==> src/rtl/mem_lsu_pkg.sv <==
// mem_lsu_pkg -- shared definitions for the load/store unit.
//   * ALU operation codes for the memory ops handled by mem_lsu
//   * FSM state encoding (IDLE = 2'b00, REQ = 2'b01)
//   * byte-lane select constants and small op-class decode helpers
package mem_lsu_pkg;

    localparam logic [7:0] EXE_LB_OP  = 8'b1110_0000;
    localparam logic [7:0] EXE_LBU_OP = 8'b1110_0100;
    localparam logic [7:0] EXE_LH_OP  = 8'b1110_0001;
    localparam logic [7:0] EXE_LHU_OP = 8'b1110_0101;
    localparam logic [7:0] EXE_LW_OP  = 8'b1110_0011;
    localparam logic [7:0] EXE_LL_OP  = 8'b1111_0000;
    localparam logic [7:0] EXE_SB_OP  = 8'b1110_1000;
    localparam logic [7:0] EXE_SH_OP  = 8'b1110_1001;
    localparam logic [7:0] EXE_SW_OP  = 8'b1110_1011;
    localparam logic [7:0] EXE_SC_OP  = 8'b1111_1000;

    localparam logic [4:0] NOP_REG_ADDR = 5'b00000;

    localparam logic [3:0] SEL_NONE = 4'b0000;
    localparam logic [3:0] SEL_HI   = 4'b1100;
    localparam logic [3:0] SEL_LO   = 4'b0011;
    localparam logic [3:0] SEL_WORD = 4'b1111;

    typedef enum logic [1:0] {
        ST_IDLE = 2'b00,
        ST_REQ  = 2'b01
    } lsu_state_e;

    function automatic logic is_load(input logic [7:0] op);
        case (op)
            EXE_LB_OP, EXE_LBU_OP, EXE_LH_OP, EXE_LHU_OP, EXE_LW_OP, EXE_LL_OP: is_load = 1'b1;
            default: is_load = 1'b0;
        endcase
    endfunction

    function automatic logic is_store(input logic [7:0] op);
        case (op)
            EXE_SB_OP, EXE_SH_OP, EXE_SW_OP, EXE_SC_OP: is_store = 1'b1;
            default: is_store = 1'b0;
        endcase
    endfunction

    // Natural-alignment violation for the access size implied by op.
    function automatic logic is_misaligned(input logic [7:0] op, input logic [1:0] off);
        case (op)
            EXE_LH_OP, EXE_LHU_OP, EXE_SH_OP:           is_misaligned = off[0];
            EXE_LW_OP, EXE_LL_OP, EXE_SW_OP, EXE_SC_OP: is_misaligned = (off != 2'b00);
            default:                                    is_misaligned = 1'b0;
        endcase
    endfunction

endpackage

==> src/rtl/mem_lsu_lane.sv <==
// mem_lsu_lane -- combinational byte-lane steering and load extension.
// Ports:
//   aluop_i  captured memory op         off_i   captured address offset [1:0]
//   reg2_i   captured store operand     rdata_i bus read data
//   sel_o    bus byte-lane select       wdata_o store data replicated on all lanes
//   ldata_o  load result, sign/zero extended
// BIG_ENDIAN=1 places byte offset 0 on lane [31:24]. Offset bits finer than the
// access size are ignored, so a misaligned access is steered as if aligned.
module mem_lsu_lane
    import mem_lsu_pkg::*;
#(
    parameter int BIG_ENDIAN = 1
) (
    input  logic [7:0]  aluop_i,
    input  logic [1:0]  off_i,
    input  logic [31:0] reg2_i,
    input  logic [31:0] rdata_i,
    output logic [3:0]  sel_o,
    output logic [31:0] wdata_o,
    output logic [31:0] ldata_o
);

    logic [1:0]  byte_lane_s;
    logic        half_hi_s;
    logic [7:0]  byte_s;
    logic [15:0] half_s;

    // Lane index from offset, then select/replicate/extend per op
    always_comb begin
        byte_lane_s = (BIG_ENDIAN != 0) ? (2'd3 - off_i) : off_i;
        half_hi_s   = (BIG_ENDIAN != 0) ? ~off_i[1] : off_i[1];
        byte_s      = rdata_i[{byte_lane_s, 3'b000} +: 8];
        half_s      = rdata_i[{half_hi_s, 4'b0000} +: 16];
        sel_o       = SEL_NONE;
        wdata_o     = 32'h0000_0000;
        ldata_o     = 32'h0000_0000;
        case (aluop_i)
            EXE_LB_OP:  begin sel_o = 4'b0001 << byte_lane_s; ldata_o = {{24{byte_s[7]}}, byte_s}; end
            EXE_LBU_OP: begin sel_o = 4'b0001 << byte_lane_s; ldata_o = {24'h00_0000, byte_s}; end
            EXE_LH_OP:  begin sel_o = half_hi_s ? SEL_HI : SEL_LO; ldata_o = {{16{half_s[15]}}, half_s}; end
            EXE_LHU_OP: begin sel_o = half_hi_s ? SEL_HI : SEL_LO; ldata_o = {16'h0000, half_s}; end
            EXE_LW_OP, EXE_LL_OP: begin sel_o = SEL_WORD; ldata_o = rdata_i; end
            EXE_SB_OP:  begin sel_o = 4'b0001 << byte_lane_s; wdata_o = {4{reg2_i[7:0]}}; end
            EXE_SH_OP:  begin sel_o = half_hi_s ? SEL_HI : SEL_LO; wdata_o = {2{reg2_i[15:0]}}; end
            EXE_SW_OP, EXE_SC_OP: begin sel_o = SEL_WORD; wdata_o = reg2_i; end
            default: begin sel_o = SEL_NONE; wdata_o = 32'h0000_0000; ldata_o = 32'h0000_0000; end
        endcase
    end

endmodule

==> src/rtl/mem_lsu.sv <==
// mem_lsu -- load/store unit: single-outstanding bus master with LL/SC support.
// Ports:
//   clk, rst                 clock, synchronous active-high reset
//   valid_i, aluop_i, mem_addr_i, reg2_i, wd_i, wreg_i, wdata_i, flush_i   op from execute
//   bus_req_o/we_o/addr_o/sel_o/wdata_o, bus_ack_i, bus_rdata_i             memory bus
//   stallreq_o, valid_o, wd_o, wreg_o, wdata_o                             result / pipeline control
//   bus_err_o (timeout), adel_o/ades_o (misaligned load/store), llbit_o
// Build option: define MEM_LSU_ALIGN_EXC_EN to trap misaligned accesses as
// adel_o/ades_o; otherwise misaligned accesses run forced-aligned.
module mem_lsu
    import mem_lsu_pkg::*;
#(
    parameter int ADDR_W     = 32,
    parameter int TIMEOUT    = 255,
    parameter int BIG_ENDIAN = 1
) (
    input  logic              clk,
    input  logic              rst,
    input  logic              valid_i,
    input  logic [7:0]        aluop_i,
    input  logic [31:0]       mem_addr_i,
    input  logic [31:0]       reg2_i,
    input  logic [4:0]        wd_i,
    input  logic              wreg_i,
    input  logic [31:0]       wdata_i,
    input  logic              flush_i,
    output logic              bus_req_o,
    output logic              bus_we_o,
    output logic [ADDR_W-1:0] bus_addr_o,
    output logic [3:0]        bus_sel_o,
    output logic [31:0]       bus_wdata_o,
    input  logic              bus_ack_i,
    input  logic [31:0]       bus_rdata_i,
    output logic              stallreq_o,
    output logic              valid_o,
    output logic [4:0]        wd_o,
    output logic              wreg_o,
    output logic [31:0]       wdata_o,
    output logic              bus_err_o,
    output logic              adel_o,
    output logic              ades_o,
    output logic              llbit_o
);

    lsu_state_e        state_r, state_nx_s;
    logic [15:0]       cnt_r, cnt_nx_s;
    logic              llbit_r, llbit_nx_s, flushed_r, flushed_nx_s;
    logic              req_r, we_r, wreg_r;
    logic [7:0]        aluop_r;
    logic [1:0]        off_r;
    logic [31:0]       reg2_r;
    logic [ADDR_W-1:0] addr_r;
    logic [4:0]        wd_r;
    logic              valid_r, valid_nx_s, wreg_out_r, wreg_nx_s;
    logic [4:0]        wd_out_r, wd_nx_s;
    logic [31:0]       wdata_out_r, wdata_nx_s, ldata_s;
    logic              err_r, err_nx_s, adel_r, adel_nx_s, ades_r, ades_nx_s;
    logic              accept_s, capture_s, stall_s, adel_s, ades_s, timeout_s;

    mem_lsu_lane #(.BIG_ENDIAN(BIG_ENDIAN)) u_lane (
        .aluop_i (aluop_r),
        .off_i   (off_r),
        .reg2_i  (reg2_r),
        .rdata_i (bus_rdata_i),
        .sel_o   (bus_sel_o),
        .wdata_o (bus_wdata_o),
        .ldata_o (ldata_s)
    );

    assign accept_s  = (state_r == ST_IDLE) && valid_i && !flush_i;
    assign timeout_s = (cnt_r == 16'(TIMEOUT - 1));

    // Alignment trap decode for the incoming op
    always_comb begin
`ifdef MEM_LSU_ALIGN_EXC_EN
        adel_s = is_load(aluop_i) && is_misaligned(aluop_i, mem_addr_i[1:0]);
        ades_s = is_store(aluop_i) && is_misaligned(aluop_i, mem_addr_i[1:0]);
`else
        adel_s = 1'b0;
        ades_s = 1'b0;
`endif
    end

    // Next state, stall request, and next values of the registered results
    always_comb begin
        state_nx_s   = state_r;
        cnt_nx_s     = cnt_r;
        llbit_nx_s   = llbit_r;
        flushed_nx_s = flushed_r;
        capture_s    = 1'b0;
        stall_s      = 1'b0;
        valid_nx_s   = 1'b0;
        wd_nx_s      = NOP_REG_ADDR;
        wreg_nx_s    = 1'b0;
        wdata_nx_s   = 32'h0000_0000;
        err_nx_s     = 1'b0;
        adel_nx_s    = 1'b0;
        ades_nx_s    = 1'b0;
        case (state_r)
            ST_IDLE: begin
                cnt_nx_s     = 16'd0;
                flushed_nx_s = 1'b0;
                if (accept_s && (is_load(aluop_i) || is_store(aluop_i))) begin
                    stall_s = 1'b1;
                    if (adel_s || ades_s) begin
                        valid_nx_s = 1'b1;
                        wd_nx_s    = wd_i;
                        adel_nx_s  = adel_s;
                        ades_nx_s  = ades_s;
                    end else if ((aluop_i == EXE_SC_OP) && !llbit_r) begin
                        // Failed SC: report 0 without touching the bus
                        valid_nx_s = 1'b1;
                        wd_nx_s    = wd_i;
                        wreg_nx_s  = wreg_i;
                    end else begin
                        capture_s  = 1'b1;
                        state_nx_s = ST_REQ;
                    end
                end else if (accept_s) begin
                    valid_nx_s = 1'b1;
                    wd_nx_s    = wd_i;
                    wreg_nx_s  = wreg_i;
                    wdata_nx_s = wdata_i;
                end else begin
                    state_nx_s = ST_IDLE;
                end
            end
            ST_REQ: begin
                stall_s = 1'b1;
                if (bus_ack_i || timeout_s) begin
                    state_nx_s   = ST_IDLE;
                    cnt_nx_s     = 16'd0;
                    flushed_nx_s = 1'b0;
                    if (aluop_r == EXE_SC_OP) begin
                        llbit_nx_s = 1'b0;
                    end else if (bus_ack_i && (aluop_r == EXE_LL_OP) && !flushed_r && !flush_i) begin
                        llbit_nx_s = 1'b1;
                    end else begin
                        llbit_nx_s = llbit_r;
                    end
                    if (flushed_r || flush_i) begin
                        valid_nx_s = 1'b0;
                    end else if (bus_ack_i) begin
                        valid_nx_s = 1'b1;
                        wd_nx_s    = wd_r;
                        wreg_nx_s  = wreg_r;
                        if (aluop_r == EXE_SC_OP) begin
                            wdata_nx_s = 32'd1;
                        end else if (is_store(aluop_r)) begin
                            wdata_nx_s = 32'd0;
                        end else begin
                            wdata_nx_s = ldata_s;
                        end
                    end else begin
                        valid_nx_s = 1'b1;
                        err_nx_s   = 1'b1;
                        wd_nx_s    = wd_r;
                    end
                end else begin
                    cnt_nx_s     = cnt_r + 16'd1;
                    flushed_nx_s = flushed_r | flush_i;
                end
            end
            default: begin
                state_nx_s = ST_IDLE;
            end
        endcase
    end

    // State, transaction capture and registered outputs
    always_ff @(posedge clk) begin
        if (rst) begin
            state_r     <= ST_IDLE;
            cnt_r       <= 16'd0;
            llbit_r     <= 1'b0;
            flushed_r   <= 1'b0;
            req_r       <= 1'b0;
            we_r        <= 1'b0;
            aluop_r     <= 8'h00;
            off_r       <= 2'b00;
            reg2_r      <= 32'h0000_0000;
            addr_r      <= '0;
            wd_r        <= NOP_REG_ADDR;
            wreg_r      <= 1'b0;
            valid_r     <= 1'b0;
            wd_out_r    <= NOP_REG_ADDR;
            wreg_out_r  <= 1'b0;
            wdata_out_r <= 32'h0000_0000;
            err_r       <= 1'b0;
            adel_r      <= 1'b0;
            ades_r      <= 1'b0;
        end else begin
            state_r     <= state_nx_s;
            cnt_r       <= cnt_nx_s;
            llbit_r     <= flush_i ? 1'b0 : llbit_nx_s;
            flushed_r   <= flushed_nx_s;
            req_r       <= (state_nx_s == ST_REQ);
            valid_r     <= valid_nx_s;
            wd_out_r    <= wd_nx_s;
            wreg_out_r  <= wreg_nx_s;
            wdata_out_r <= wdata_nx_s;
            err_r       <= err_nx_s;
            adel_r      <= adel_nx_s;
            ades_r      <= ades_nx_s;
            if (capture_s) begin
                we_r    <= is_store(aluop_i);
                aluop_r <= aluop_i;
                off_r   <= mem_addr_i[1:0];
                reg2_r  <= reg2_i;
                addr_r  <= {mem_addr_i[ADDR_W-1:2], 2'b00};
                wd_r    <= wd_i;
                wreg_r  <= wreg_i;
            end
        end
    end

    assign bus_req_o  = req_r;
    assign bus_we_o   = we_r;
    assign bus_addr_o = addr_r;
    assign stallreq_o = stall_s;
    assign valid_o    = valid_r;
    assign wd_o       = wd_out_r;
    assign wreg_o     = wreg_out_r;
    assign wdata_o    = wdata_out_r;
    assign bus_err_o  = err_r;
    assign adel_o     = adel_r;
    assign ades_o     = ades_r;
    assign llbit_o    = llbit_r;

endmodule

==> config.mk <==
export PLATFORM = sky130hd
export DESIGN_NAME = mem_lsu
export DESIGN_NICKNAME = d
export VERILOG_FILES = /design/src/rtl/mem_lsu_pkg.sv /design/src/rtl/mem_lsu_lane.sv /design/src/rtl/mem_lsu.sv
export SDC_FILE = /design/constraint.sdc
export NUM_CORES = 1
export LEC_CHECK = 0
export ABC_AREA = 0
export CAP_MARGIN = 20
export CORE_MARGIN = 1.5
export CORE_UTILIZATION = 40
export DETAILED_ROUTE_END_ITERATION = 8
export GPL_TIMING_DRIVEN = 0
export PLACE_DENSITY = 0.7
export SLEW_MARGIN = 20
export SYNTH_ARGS = -nofsm -noshare
export SYNTH_HDL_FRONTEND = slang
export SYNTH_HIERARCHICAL = 1
export SYNTH_SLANG_ARGS = --single-unit
==> constraint.sdc <==
create_clock -name clk -period 3.8 [get_ports clk]
set_input_delay 0.57 -clock clk [delete_from_list [all_inputs] [get_ports clk]]
set_output_delay 0.57 -clock clk [all_outputs]
set_load 0.01 [all_outputs]
==> run metrics <==
Layout Cells excl Fill about 1.3k; max_cap viols 0; Async S/R FF share, synth 0; Core ar. between 15000 and 20000 um^2; Clock Skew a little over 8 ps; fin crit share 0.898; first-pass GRT wire length slightly below 40 mm; mean routed wirelength per cell between 20 and 25 um; clk buf depth 2; Critical Path AT 2840 ps; Worst Hold Depth 2; DP Cell Count 1268; Leak Pwr ~3.6 nW; post-detailed-routing wire length 26.2 mm; sequential cell area fraction in the yosys report 0.392; Max Freq 0.293 GHz; VDD IR max 0.310 mV; P per Cell Area ~330 nW/um^2; initial antenna violation count 0; Std-Cell Rows 48; Top FF cell, synth dfxtp_1; CP required around 3200 ps; die width ~140 um; element type at the critical path end primary output; synthesized cell area 7150 um^2; slew margin rel. 0.310; min cycle time layout around 3400 ps; Avg Cell Area, Syn about 9.1 um^2; clk root buf clkbuf_16; Post-Syn Instances around 800; Clock Latency Late Sink between 400 and 500 ps; worst reg2reg path depth 6; total global-route track usage 0.274; CP Class input pin to primary output; Die Y around 140 um; RD Place Congestion 0.941; CTS Buf Count 17; largest net degree at the start of global routing 17; Worst-Margin Slew 1030 ps; Post-synth EDFFs 0; status finished, final reports clean; number of distinct library cells after synthesis between 70 and 80; Slew Viols, Final 0; commonest non-fill, non-tap cell in the layout clkdlybuf4s50_1; CTS tree done; final setup vio count 0; I/O pins between 200 and 300; clock transition at the registers of the reported paths roughly 70 ps; Fin. Hold Viols 0; most frequent cells in the layout 255 x clkdlybuf4s50_1, 140 x dfxtp_1, 86 x a21oi_1, 82 x nand4_1, 80 x o31ai_1; Num Clock Sinks between 100 and 150; initial detailed-routing violation count just under 600; Min-Delay Path Class flop to flop; layout cells sized above 1 0.0922; Layout area overhead 47.9%; warnings from Yosys 6; Final Power between 3 and 4 mW; RSZ-0062 raised after global routing false; Initial Util 0.412; # port buffers around 260; GR Overflow Total 0; vias in the first global route 7199; Detail Route Antenna Nets 0; drt pass-1 iters 5; post-synthesis register bit count 140; vias per cell about 5.9; Post-DP HPWL 19.5 mm; via count ~7.6k; die area 18700 um^2; # fillers roughly 1.6k; CTS H-tree depth 4; hold buffers post-CTS 0; crit-path max FO 19; CP Launch Type input pin; antenna cell count 0; DRC 0; fin nets 1210
-- cells by family (layout without fill, tap and decap cells) --
logic type	count (synthesis)	count (layout)	share of synthesized area
buf+inv	108	394	0.0700
xor+xnor	1	1	0.00123
simple gates	212	212	0.193
flops	140	140	0.392
mux	18	18	0.0368
fa+ha+maj	2	2	0.00350
compound gates	302	302	0.303
other cells	1	5	0.000525
-- power by group --
group	switching, mW	total (mW)	internal, mW
clock	0.686	1.66	0.971
sequential	0.00469	1.48	1.48
combinational	0.188	0.378	0.190
-- flip-flops by register name, summed over array words and instances, names as in the netlist, 2 cells and up --
register	flops
aluop_r	8
cnt_r	16
off_r	2
wd_r	5
reg2_r	32
wdata_o	32
bus_addr_o	30
wd_o	5
state_r	2
-- critical path, stage by stage --
cell,delay (ps)
clkdlybuf4s50_1,620
o22a_1,220
a2bb2oi_1,340
clkbuf_2,470
o31ai_1,110
clkdlybuf4s50_1,510
-- final timing paths --
| path | slack [ps] | to | start |
|---|---|---|---|
| worst min register to register | 470 | wd_r[3] | wd_r[3] |
| worst max register to register | 1110 | wd_o[3] | cnt_r[1] |
| worst min-delay path | 470 | wd_r[3] | wd_r[3] |
| worst max-delay path | 390 | stallreq_o | aluop_i[0] |
-- Yosys cell counts (11+ instances only) --
library cell | n | area share
a21o_1 | 25 | 0.026
a21oi_1 | 86 | 0.060
a22o_1 | 48 | 0.059
a31oi_1 | 12 | 0.011
and2_1 | 16 | 0.014
buf_2 | 12 | 0.0084
buf_4 | 11 | 0.012
clkbuf_1 | 59 | 0.031
dfxtp_1 | 140 | 0.39
inv_1 | 18 | 0.0095
nand3_1 | 12 | 0.0084
nand4_1 | 82 | 0.072
nor2_1 | 17 | 0.0089
o31ai_1 | 80 | 0.084
-- timing repair --
item,CTS,global route
setup buffers,0,0
pin swaps,0,0
setup endpoints to repair,1,1
resized for setup,1,0
-- layer usage --
layer / GRT usage / share of wire / wire (um)
met1: 0.349 / 0.43 / 11100
met2: 0.439 / 0.46 / 12000
met3: 0.0670 / 0.086 / 2240
met5: 0 / 0 / 0
met4: 0.117 / 0.032 / 834
-- cell type report --
class                      count  area [um^2]  share of cell area
multi-input combinational    540         3860               0.365
sequential                   140         2800               0.265
inverter                      19         71.3             0.00675
tap                          225          282              0.0266
clock inverter                13          141              0.0134
timing repair buffer         255         2550               0.242
clock buffer                  19          433              0.0410
buffer                        88          427              0.0404
-- metrics by stage --
step	setup WS (ps)	setup TNS [ps]	util	instance area, um^2	hold WS (ps)
after global routing	229	0	0.609	10600	483
final	389	0	0.609	10600	469
after detailed placement	-17.3	-17.3	0.576	10000	459
after global placement	-7.79	-7.79	0.576	10000	451
after CTS	130	0	0.609	10600	469
after floorplan	1530	0	-	7160	440
(Power assumes the default switching activity.)
